## config.mk

```make
export PLATFORM = sky130hd
export DESIGN_NAME = vga_timing_gen_flat
export DESIGN_NICKNAME = d
export VERILOG_FILES = /design/src/rtl/vga_timing_if.sv /design/src/rtl/vga_timing_gen.sv /design/src/flat_wrapper.sv
export SDC_FILE = /design/constraint.sdc
export NUM_CORES = 1
export LEC_CHECK = 0
export ABC_AREA = 1
export CORE_AREA = 2 2 78 61
export DETAILED_ROUTE_END_ITERATION = 8
export DIE_AREA = 0 0 80 63
export PLACE_DENSITY = 0.72
export SYNTH_ARGS = -nofsm -noshare
export SYNTH_HDL_FRONTEND = slang
export SYNTH_SLANG_ARGS = --single-unit
```

## constraint.sdc

```tcl
create_clock -name clk -period 1.95 [get_ports clk]
set_input_delay 0.39 -clock clk [delete_from_list [all_inputs] [get_ports clk]]
set_output_delay 0.39 -clock clk [all_outputs]
set_load 0.01 [all_outputs]
```

## src/rtl/vga_timing_if.sv

```systemverilog
// Raster timing bundle between the timing generator (master) and its consumers (slave).
interface vga_timing_if #(
  parameter int CW = 11
);
  logic          pix_ce;
  logic [CW-1:0] h_count;
  logic [CW-1:0] v_count;
  logic          de;
  logic          hsync;
  logic          vsync;
  logic          hblank;
  logic          vblank;
  logic          line_start;
  logic          frame_start;

  modport master (
    input  pix_ce,
    output h_count, v_count, de, hsync, vsync, hblank, vblank, line_start, frame_start
  );

  modport slave (
    output pix_ce,
    input  h_count, v_count, de, hsync, vsync, hblank, vblank, line_start, frame_start
  );
endinterface

```

## src/rtl/vga_timing_gen.sv

```systemverilog
// Raster timing generator: pixel/line counters with registered sync, blank, DE and strobes,
// stepping once per clk cycle that has pix_ce high.
module vga_timing_gen #(
  parameter int CW       = 11,
  parameter int H_ACTIVE = 1024,
  parameter int H_FP     = 24,
  parameter int H_SYNC   = 136,
  parameter int H_BP     = 160,
  parameter int V_ACTIVE = 768,
  parameter int V_FP     = 3,
  parameter int V_SYNC   = 6,
  parameter int V_BP     = 29,
  parameter bit HS_POL   = 1'b0,
  parameter bit VS_POL   = 1'b0
) (
  input  logic         clk,
  input  logic         rst_n,
  vga_timing_if.master tim
);

  localparam int H_TOTAL = H_ACTIVE + H_FP + H_SYNC + H_BP;
  localparam int V_TOTAL = V_ACTIVE + V_FP + V_SYNC + V_BP;

  localparam logic [CW-1:0] H_LAST = CW'(H_TOTAL - 1);
  localparam logic [CW-1:0] V_LAST = CW'(V_TOTAL - 1);
  localparam logic [CW-1:0] H_ACT  = CW'(H_ACTIVE);
  localparam logic [CW-1:0] V_ACT  = CW'(V_ACTIVE);
  localparam logic [CW-1:0] HS_BEG = CW'(H_ACTIVE + H_FP);
  localparam logic [CW-1:0] HS_END = CW'(H_ACTIVE + H_FP + H_SYNC);
  localparam logic [CW-1:0] VS_BEG = CW'(V_ACTIVE + V_FP);
  localparam logic [CW-1:0] VS_END = CW'(V_ACTIVE + V_FP + V_SYNC);

  // Non-zero back porches keep the reset position (last pixel/line) outside the sync pulses.
  if ((H_TOTAL - 1) >= (1 << CW) || (V_TOTAL - 1) >= (1 << CW)) begin : g_cw_chk
    $error("vga_timing_gen: CW too small for H_TOTAL/V_TOTAL");
  end
  if (H_BP < 1 || V_BP < 1) begin : g_bp_chk
    $error("vga_timing_gen: H_BP and V_BP must be at least 1");
  end

  function automatic logic in_range(input logic [CW-1:0] c, input logic [CW-1:0] lo,
                                    input logic [CW-1:0] hi_excl);
    return (c >= lo) && (c < hi_excl);
  endfunction

  logic [CW-1:0] h_cnt_p1, v_cnt_p1;
  logic          de_p1, hs_p1, vs_p1, hb_p1, vb_p1, ls_p1, fs_p1;
  logic [CW-1:0] h_nxt_p0, v_nxt_p0;

  // Stage 0: next raster position
  always_comb begin
    h_nxt_p0 = h_cnt_p1 + 1'b1;
    v_nxt_p0 = v_cnt_p1;
    if (h_cnt_p1 == H_LAST) begin
      h_nxt_p0 = '0;
      v_nxt_p0 = (v_cnt_p1 == V_LAST) ? '0 : v_cnt_p1 + 1'b1;
    end
  end

  // Stage 1: counters and every derived flag decoded from the same next position
  always_ff @(posedge clk) begin
    if (!rst_n) begin
      h_cnt_p1 <= H_LAST;
      v_cnt_p1 <= V_LAST;
      de_p1    <= 1'b0;
      hs_p1    <= ~HS_POL;
      vs_p1    <= ~VS_POL;
      hb_p1    <= 1'b1;
      vb_p1    <= 1'b1;
      ls_p1    <= 1'b0;
      fs_p1    <= 1'b0;
    end else if (tim.pix_ce) begin
      h_cnt_p1 <= h_nxt_p0;
      v_cnt_p1 <= v_nxt_p0;
      de_p1    <= (h_nxt_p0 < H_ACT) && (v_nxt_p0 < V_ACT);
      hs_p1    <= in_range(h_nxt_p0, HS_BEG, HS_END) ? HS_POL : ~HS_POL;
      vs_p1    <= in_range(v_nxt_p0, VS_BEG, VS_END) ? VS_POL : ~VS_POL;
      hb_p1    <= (h_nxt_p0 >= H_ACT);
      vb_p1    <= (v_nxt_p0 >= V_ACT);
      ls_p1    <= (h_nxt_p0 == '0);
      fs_p1    <= (h_nxt_p0 == '0) && (v_nxt_p0 == '0);
    end else begin
      ls_p1    <= 1'b0;
      fs_p1    <= 1'b0;
    end
  end

  assign tim.h_count     = h_cnt_p1;
  assign tim.v_count     = v_cnt_p1;
  assign tim.de          = de_p1;
  assign tim.hsync       = hs_p1;
  assign tim.vsync       = vs_p1;
  assign tim.hblank      = hb_p1;
  assign tim.vblank      = vb_p1;
  assign tim.line_start  = ls_p1;
  assign tim.frame_start = fs_p1;

endmodule

```

## src/flat_wrapper.sv

```systemverilog
// flat-port wrapper written by rule: the top's interface ports become plain ports
module vga_timing_gen_flat 
#(
  parameter int CW       = 11,
  parameter int H_ACTIVE = 1024,
  parameter int H_FP     = 24,
  parameter int H_SYNC   = 136,
  parameter int H_BP     = 160,
  parameter int V_ACTIVE = 768,
  parameter int V_FP     = 3,
  parameter int V_SYNC   = 6,
  parameter int V_BP     = 29,
  parameter bit HS_POL   = 1'b0,
  parameter bit VS_POL   = 1'b0
)
  (clk, rst_n, tim_pix_ce, tim_h_count, tim_v_count, tim_de, tim_hsync, tim_vsync, tim_hblank, tim_vblank, tim_line_start, tim_frame_start);
  vga_timing_if #(.CW(CW)) tim_i ();
  input  logic clk;
  input  logic rst_n;
  input wire logic [$bits(tim_i.pix_ce)-1:0] tim_pix_ce;
  output wire logic [$bits(tim_i.h_count)-1:0] tim_h_count;
  output wire logic [$bits(tim_i.v_count)-1:0] tim_v_count;
  output wire logic [$bits(tim_i.de)-1:0] tim_de;
  output wire logic [$bits(tim_i.hsync)-1:0] tim_hsync;
  output wire logic [$bits(tim_i.vsync)-1:0] tim_vsync;
  output wire logic [$bits(tim_i.hblank)-1:0] tim_hblank;
  output wire logic [$bits(tim_i.vblank)-1:0] tim_vblank;
  output wire logic [$bits(tim_i.line_start)-1:0] tim_line_start;
  output wire logic [$bits(tim_i.frame_start)-1:0] tim_frame_start;
  assign tim_i.pix_ce = tim_pix_ce;
  assign tim_h_count = tim_i.h_count;
  assign tim_v_count = tim_i.v_count;
  assign tim_de = tim_i.de;
  assign tim_hsync = tim_i.hsync;
  assign tim_vsync = tim_i.vsync;
  assign tim_hblank = tim_i.hblank;
  assign tim_vblank = tim_i.vblank;
  assign tim_line_start = tim_i.line_start;
  assign tim_frame_start = tim_i.frame_start;
  vga_timing_gen #(.CW(CW), .H_ACTIVE(H_ACTIVE), .H_FP(H_FP), .H_SYNC(H_SYNC), .H_BP(H_BP), .V_ACTIVE(V_ACTIVE), .V_FP(V_FP), .V_SYNC(V_SYNC), .V_BP(V_BP), .HS_POL(HS_POL), .VS_POL(VS_POL)) u_core (.clk(clk), .rst_n(rst_n), .tim(tim_i));
endmodule
```

==> results of run 1 <==
==> cells by family after synthesis <==
| kind of cell | synth area share (%) |
|---|---|
| compound gates | 13.09 |
| xor+xnor | 1.328 |
| fa+ha+maj | 2.529 |
| buf+inv | 9.987 |
| flops | 29.33 |
| simple gates | 43.74 |
==> final cells by class <==
| class | count | area (sq um) | share of cell area, % |
|---|---|---|---|
| multi-input cells | 227 | 1244 | 46.71 |
| flip-flops and latches | 29 | 595.6 | 22.37 |
| repair buffers | 55 | 490.5 | 18.42 |
| inverters | 38 | 145.1 | 5.451 |
| clock buffers | 7 | 86.33 | 3.242 |
| well taps | 57 | 71.32 | 2.679 |
| clock inverters | 1 | 30.03 | 1.128 |
==> layer usage <==
| metal | global-route usage (%) | up-vias | wire length (um) |
|---|---|---|---|
| li1 | - | 1089 | - |
| met1 | 35.31 | 999 | 2845 |
| met2 | 33.23 | 89 | 2421 |
| met3 | 5.058 | 11 | 393 |
| met4 | 6.780 | 0 | 87 |
| met5 | 0 | - | 0 |
==> state kept, by name, summed over array words and instances (netlist names) <==
register                flops
u_core.tim.vblank           1
u_core.tim.frame_start      1
u_core.tim.line_start       1
u_core.tim.de               1
u_core.tim.vsync            1
u_core.tim.hblank           1
u_core.tim.h_count         11
u_core.tim.v_count         11
u_core.tim.hsync            1
==> synthesized netlist by cell type (2+ instances only) <==
master,count
sky130_fd_sc_hd__nor2_2,3
sky130_fd_sc_hd__nand3b_1,6
sky130_fd_sc_hd__xor2_1,3
sky130_fd_sc_hd__o21ai_0,21
sky130_fd_sc_hd__clkbuf_1,5
sky130_fd_sc_hd__nand2_1,84
sky130_fd_sc_hd__nor2_4,3
sky130_fd_sc_hd__nand2_4,3
sky130_fd_sc_hd__ha_1,4
sky130_fd_sc_hd__nand3_1,25
sky130_fd_sc_hd__inv_2,2
sky130_fd_sc_hd__inv_1,34
sky130_fd_sc_hd__buf_2,3
sky130_fd_sc_hd__nand2_2,3
sky130_fd_sc_hd__a21oi_1,23
sky130_fd_sc_hd__nor2_1,24
sky130_fd_sc_hd__nor2_8,2
sky130_fd_sc_hd__nand3_2,3
sky130_fd_sc_hd__nand4_1,7
sky130_fd_sc_hd__nor3_1,3
sky130_fd_sc_hd__dfxtp_1,29
==> power groups by stage <==
| stage | sequential, uW | clock, uW | combinational, uW |
|---|---|---|---|
| floorplan | 720 | 0 | 353 |
| global placement | 704 | 0 | 583 |
| detailed placement | 706 | 0 | 584 |
| CTS | 693 | 659 | 589 |
| global route | 708 | 692 | 689 |
| finish | 702 | 659 | 626 |
==> worst max-delay path: cells and delay by family, from the launching register on <==
kind                   cells  cell delay [ns]
buffers and inverters      2             0.72
DFF                        1             0.48
==> through the flow <==
stage	setup slack (ns)	hold WS [ns]	std cells	total power, uW
after floorplan	0.04772	0.4761	304	1073
after global placement	0.1319	0.4465	402	1287
after detailed placement	0.07324	0.4458	402	1290
after CTS	0.02051	0.4595	410	1941
after global routing	-0.04210	0.4897	414	2090
final	0.08210	0.4529	414	1986
==> what timing repair did <==
action	4_1_cts	5_1_grt
setup buffers	0	4
gates resized for setup	0	22
endpoints found under the setup margin	0	7
==> path summary, 6_finish.rpt <==
path                            end  cells past startpoint  slack, ns
setup / recovery     tim_h_count[7]                      2       0.08
setup reg to reg   u_core.tim.hsync                     11       0.12
hold reg to reg   u_core.tim.hblank                      2       0.45
hold / removal    u_core.tim.hblank                      2       0.45
==> impl_summary.log, run 1 <==
[metrics] Setup-failing EPs final: 0
[metrics] number of antenna violations at the first check in global routing: 0
[metrics] Synth Warn #: 0
[metrics] post-layout min period: 1.868 ns
[metrics] vias in the first global route: 1,982
[metrics] Post-synth EDFFs: 0
[metrics] number of library cell types mapped by synthesis: 35
[metrics] sequential cell fraction of total power: 35.3%
[metrics] largest area contributor in the synthesized netlist: sky130_fd_sc_hd__dfxtp_1
[metrics] root cell of the clock tree: sky130_fd_sc_hd__clkbuf_8
[metrics] DRC violations left: 0
[metrics] maximum achievable frequency: 535.4 MHz
[metrics] proportion of synthesized flip-flops having asynchronous set or reset: 0%
[metrics] width of the chip: 80 um
[metrics] Synth Instances: 304
[metrics] Ports: 32
[metrics] Worst VDD drop: 0.4026 mV
[metrics] signal arrival time at the worst endpoint: 1.48 ns
[metrics] #FFs+latches synth: 29
[metrics] Final Hold Vio Count: 0
[metrics] count of max-cap constraint violations: 0
[metrics] total core area: 4309 sq um
[metrics] peak per-stage delay on the critical path: 0.53 ns
[metrics] maximum buffer depth of the clock tree: 2
[metrics] number of clock sinks seen by CTS: 29
[metrics] launch instance of the worst register-to-register path: u_core.tim.h_count[2]
[metrics] final worst clock skew: 0.006057 ns
[metrics] Worst Max-Slew Pin Slew: 0.4291 ns
[metrics] LEAKAGE: 0.001279 uW
[metrics] buffers added on ports: 31
[metrics] top area cells in the synthesized netlist: sky130_fd_sc_hd__dfxtp_1 29%, sky130_fd_sc_hd__nand2_1 16%, sky130_fd_sc_hd__inv_1 6.4%, sky130_fd_sc_hd__nand3_1 6.3%, sky130_fd_sc_hd__a21oi_1 5.8%
[metrics] path category of the worst min-delay check: reg2reg
[metrics] crit path cell chain: buf_4, clkdlybuf4s50_1
[metrics] crit path launch: u_core.tim.h_count[7]
[metrics] Data required, critical path: 1.56 ns
[metrics] post-route antenna net violation count: 0
[metrics] GRT Overall Usage: 23.47%
[metrics] number of buffers added to fix hold violations after cts: 0
[metrics] floorplan row count: 21
[metrics] maximum number of pins on one net before global-route repair: 21
[metrics] final standard cell utilization of the core: 61.79%
[metrics] Worst-path clk slew: 0.07 ns
[metrics] share of synthesized area occupied by flip-flops and latches: 29.33%
[metrics] Post-Syn Nets: 311
[metrics] number of CTS-inserted buffers: 5
[metrics] remaining global-route overflow: 0
[metrics] area share of the largest cell type after synthesis: 29.33%
[metrics] Detail Placement HPWL: 4068 um
[metrics] status: complete, no violations
[metrics] antenna cell count: 0
[metrics] launch instance of the worst min-delay path: u_core.tim.hblank
[metrics] DR WL/cell: 13.88 um
[metrics] internal power: 1318 uW
[metrics] clock latency on the worst-skew pair: 0.28 ns
[metrics] Layout Area Growth over Synthesis: 34.51%
[metrics] unrepaired setup endpoints after global routing: yes
[metrics] final cycle utilization of the critical path: 95.79%
[metrics] largest driver fanout on the critical path: 6
[metrics] crit path launch type: flop
[metrics] Crit Path Category: reg2out
[metrics] final cell area excluding filler cells: 2663 sq um
[metrics] Die Y: 63 um
[metrics] commonest cells after routing, fill and taps aside: 84 x sky130_fd_sc_hd__nand2_1, 34 x sky130_fd_sc_hd__inv_1, 31 x sky130_fd_sc_hd__clkdlybuf4s50_1
[metrics] Slowest cell on crit path: sky130_fd_sc_hd__clkdlybuf4s50_1
[metrics] count of final max-slew check failures: 0
[metrics] most common cell after layout, fill and taps aside: sky130_fd_sc_hd__nand2_1
[metrics] first-pass GRT wire length: 9377 um
[metrics] endpoint kind of the worst setup timing path: primary output
[metrics] number of iterations in the first detailed-routing pass: 5
[metrics] Initial Utilization: 45.93%
[metrics] clock tree from TritonCTS: yes
[metrics] Final nets: 363
[metrics] setup TNS after final layout: 0 ns
[metrics] leading register cell type out of synthesis: sky130_fd_sc_hd__dfxtp_1
[metrics] detailed-route via count: 2,188
[metrics] switching power share of the total: 33.64%
[metrics] total power density per cell area: 746.0 nW/um^2
[metrics] gpl congestion: 0.9165
[metrics] Comb pwr share: 31.5%
[metrics] total placed instance area: 2459 sq um
[metrics] worst max-slew margin expressed relative to the limit: 71.36%
[metrics] # H-tree levels: 2
[metrics] part of the total power dissipated in the clock network: 33.2%
[metrics] layout cell share with drive strength beyond 1: 20.17%
[metrics] die outline area: 5040 sq um
[metrics] syn_area_per_cell: 6.511 sq um
[metrics] Routed WL: 5747 um
[metrics] initial detailed-routing violation count: 237
[metrics] filler cell count: 395
[metrics] average via count per standard cell: 5.285
[metrics] mapped cell area: 1979 sq um
[metrics] switching power of the nets: 668.2 uW
(Power assumes the default switching activity.)
==> run 2, diff against run 1 <==
--- a/config.mk
+++ b/config.mk
@@ -10,5 +10,6 @@
 export DETAILED_ROUTE_END_ITERATION = 8
 export DIE_AREA = 0 0 80 63
-export PLACE_DENSITY = 0.72
+export DONT_BUFFER_PORTS = 1
+export PLACE_DENSITY = 0.62
 export SYNTH_ARGS = -nofsm -noshare
 export SYNTH_HDL_FRONTEND = slang
==> constraint.sdc (replaced) <==
create_clock -name clk -period 1.95 [get_ports clk]
set_input_delay 0.39 -clock clk [delete_from_list [all_inputs] [get_ports clk]]
set_output_delay 0.39 -clock clk [all_outputs]
set_load 0.1 [all_outputs]
==> run 2 against run 1 <==
  * Count of clock-buffer cells in the layout grew 1
  * Critical endpoint is now u_core.tim.de
  * Design area shrank 4.4%
  * Global-route usage shrank 0.31 points
  * Final cell count shrank 2.9%
  * Worst setup slack gained 0.044 ns
  * Die area is the same
  * Register-to-register slack is essentially flat
==> impl_summary.log, run 2 (synthesis gave the netlist of run 1 again) <==
[metrics] status: complete, no violations
[metrics] width of the chip: 80 um (unchanged)
[metrics] number of CTS-inserted buffers: 5 (unchanged)
[metrics] Crit Path Category: reg2reg
[metrics] Final Hold Vio Count: 0 (unchanged)
[metrics] post-route antenna net violation count: 0 (unchanged)
[metrics] crit path launch type: flop
[metrics] floorplan row count: 21 (unchanged)
[metrics] number of antenna violations at the first check in global routing: 0 (unchanged)
[metrics] setup slack at placement: 0.09135 ns (+0.01810 ns)
[metrics] crit path cell chain: ha_4, nand3_4, nor2_8, nand3_2, nor2_4, nand2_2, nor2_2, nand2_1, nand2_2, inv_2, nand2_1, nand2_1, nand2_1, nor2_2
[metrics] DR WL/cell: 13.87 um (about the same)
[metrics] commonest cells after routing, fill and taps aside: 79 x sky130_fd_sc_hd__nand2_1, 42 x sky130_fd_sc_hd__buf_4, 33 x sky130_fd_sc_hd__inv_1
[metrics] number of buffer and inverter stages on the critical path: 1 (-1)
[metrics] Ports: 32 (unchanged)
[metrics] antenna cell count: 0 (unchanged)
[metrics] remaining global-route overflow: 0 (unchanged)
[metrics] most used cell, CP: sky130_fd_sc_hd__nand2_1
[metrics] maximum achievable frequency: 548.1 MHz (+2.4%)
[metrics] count of final max-slew check failures: 0 (unchanged)
[metrics] Initial Utilization: 45.93% (unchanged)
[metrics] LEAKAGE: 0.001235 uW (-3.5%)
[metrics] final worst clock skew: 0.004042 ns (-0.002015 ns)
[metrics] total power density per cell area: 825.8 nW/um^2 (+11%)
[metrics] Worst-path clk slew: 0.07 ns (about the same)
[metrics] Worst Max-Slew Pin Slew: 0.3407 ns (-0.08838 ns)
[metrics] Worst VDD drop: 0.5036 mV (+25%)
[metrics] clock latency on the worst-skew pair: 0.28 ns (about the same)
[metrics] Slowest cell on crit path: sky130_fd_sc_hd__dfxtp_4
[metrics] layout cell share with drive strength beyond 1: 32.17% (+12 points)
[metrics] average via count per standard cell: 5.050 (-4.5%)
[metrics] GRT Overall Usage: 23.15% (-0.31 points)
[metrics] detailed-route via count: 2,030 (-7.2%)
[metrics] buffers added on ports: 0 (-100%)
[metrics] maximum number of pins on one net before global-route repair: 23 (+9.5%)
[metrics] Routed WL: 5575 um (-3.0%)
[metrics] Die Y: 63 um (unchanged)
[metrics] peak per-stage delay on the critical path: 0.37 ns (-0.16 ns)
[metrics] worst max-slew margin expressed relative to the limit: 77.26% (+5.9 points)
[metrics] initial detailed-routing violation count: 254 (+7.2%)
[metrics] Final nets: 351 (-3.3%)
[metrics] endpoint kind of the worst setup timing path: flop
[metrics] Detail Placement HPWL: 4074 um (+0.14%)
[metrics] clock tree from TritonCTS: yes
[metrics] DRC violations left: 0 (unchanged)
[metrics] final cycle utilization of the critical path: 93.56% (-2.2 points)
[metrics] Data required, critical path: 2.13 ns (+0.57 ns)
[metrics] path category of the worst min-delay check: in2reg
[metrics] Setup-failing EPs final: 0 (unchanged)
[metrics] unrepaired setup endpoints after global routing: yes
[metrics] # H-tree levels: 2 (unchanged)
[metrics] setup TNS after final layout: 0 ns (unchanged)
[metrics] first-pass GRT wire length: 9087 um (-3.1%)
[metrics] vias in the first global route: 1,865 (-5.9%)
[metrics] Largest delay share family, worst path: simple AND/OR/NAND/NOR gates
[metrics] number of iterations in the first detailed-routing pass: 4 (-1)
[metrics] worst hold slack: 0.1883 ns (-0.2646 ns)
[metrics] largest driver fanout on the critical path: 7 (+1)
[metrics] maximum buffer depth of the clock tree: 2 (unchanged)
[metrics] post-layout min period: 1.824 ns (-0.04357 ns)
[metrics] total core area: 4309 sq um (unchanged)
[metrics] minimum setup slack in the final design: 0.1257 ns (+0.04357 ns)
[metrics] Layout Area Growth over Synthesis: 28.63%
[metrics] number of clock sinks seen by CTS: 29 (unchanged)
[metrics] root cell of the clock tree: sky130_fd_sc_hd__clkbuf_8
[metrics] post-layout power: 2103 uW (+5.9%)
[metrics] signal arrival time at the worst endpoint: 2.00 ns (+0.52 ns)
[metrics] count of max-cap constraint violations: 0 (unchanged)
[metrics] gpl congestion: 0.9403 (+2.6%)
[metrics] most common cell after layout, fill and taps aside: sky130_fd_sc_hd__nand2_1
[metrics] die outline area: 5040 sq um (unchanged)
[run 2: cell count changes in the layout (fill, tap and decap cells not counted), moves of 4 or more]
cell,previous run,this run
sky130_fd_sc_hd__clkdlybuf4s50_1,31,0
sky130_fd_sc_hd__buf_4,24,42
sky130_fd_sc_hd__dfxtp_1,19,7
sky130_fd_sc_hd__dfxtp_4,1,9
sky130_fd_sc_hd__nand2_1,84,79
sky130_fd_sc_hd__nand2_2,3,8
sky130_fd_sc_hd__dfxtp_2,9,13
[run 2: area by class of cell]
| cell class | count | area (sq um) |
|---|---|---|
| Fill cell | 414 | 1763 |
| Multi-Input combinational cell | 227 | 1282 |
| Sequential cell | 29 | 630.6 |
| Timing Repair Buffer | 43 | 326.6 |
| Inverter | 38 | 145.1 |
| Clock buffer | 8 | 90.09 |
| Tap cell | 57 | 71.32 |
[run 2: per-layer routing]
| metal | GRT usage [%] | share of wire, % | routed length (um) |
|---|---|---|---|
| met5 | 0 | 0 | 0 |
| met4 | 6.356 | 1.0 | 58 |
| met1 | 36.85 | 49 | 2751 |
| met2 | 29.06 | 40 | 2212 |
| met3 | 7.081 | 9.9 | 552 |
[run 2: final timing paths]
| path | startpoint | endpoint | slack, ns | depth (start not counted) |
|---|---|---|---|---|
| max | u_core.tim.h_count[1] | u_core.tim.de | 0.13 | 14 |
| max reg2reg | u_core.tim.h_count[1] | u_core.tim.de | 0.13 | 14 |
| min reg2reg | u_core.tim.h_count[10] | u_core.tim.h_count[10] | 0.53 | 2 |
| min | rst_n | u_core.tim.h_count[1] | 0.19 | 1 |
[run 2: stage by stage]
| step | area [sq um] | utilization (%) | cells |
|---|---|---|---|
| 3_3_place_gp | 2328 | 54.04 | 387 |
| 6_report | 2546 | 59.09 | 402 |
| 5_1_grt | 2546 | 59.09 | 402 |
| 3_5_place_dp | 2328 | 54.04 | 387 |
| 4_1_cts | 2419 | 56.13 | 395 |
| 2_1_floorplan | 2039 | - | 304 |
[run 2: worst reg2reg max path: stages (launching register included)]
cell	delay, ns
sky130_fd_sc_hd__dfxtp_4	0.37
sky130_fd_sc_hd__ha_4	0.16
sky130_fd_sc_hd__nand3_4	0.12
sky130_fd_sc_hd__nor2_8	0.22
sky130_fd_sc_hd__nand3_2	0.12
sky130_fd_sc_hd__nor2_4	0.13
sky130_fd_sc_hd__nand2_2	0.08
sky130_fd_sc_hd__nor2_2	0.08
sky130_fd_sc_hd__nand2_1	0.06
sky130_fd_sc_hd__nand2_2	0.10
sky130_fd_sc_hd__inv_2	0.04
sky130_fd_sc_hd__nand2_1	0.06
sky130_fd_sc_hd__nand2_1	0.07
sky130_fd_sc_hd__nand2_1	0.08
sky130_fd_sc_hd__nor2_2	0.03
[run 2: what timing repair did]
| item | in CTS | in global routing |
|---|---|---|
| gates resized for setup | 0 | 22 |
| endpoints found under the hold margin | 0 | 0 |
| hold buffers | 0 | 0 |
| setup endpoints to repair | 0 | 5 |
| buffers inserted | 0 | 7 |
[run 2: power breakdown]
part | internal, uW | total (uW) | switching (uW) | leakage (uW)
Clock | 288 | 520 | 233 | 0.0000455
Combinational | 228 | 880 | 652 | 0.000947
Sequential | 641 | 703 | 61.9 | 0.000242
Total | 1160 | 2100 | 947 | 0.00123
==> run 3, diff against run 2 <==
Settings changed: CTS_CLUSTER_SIZE set to 8.
==> results of run 3 <==
Same layout as run 2: the final DEF is identical, and so are final timing and power.
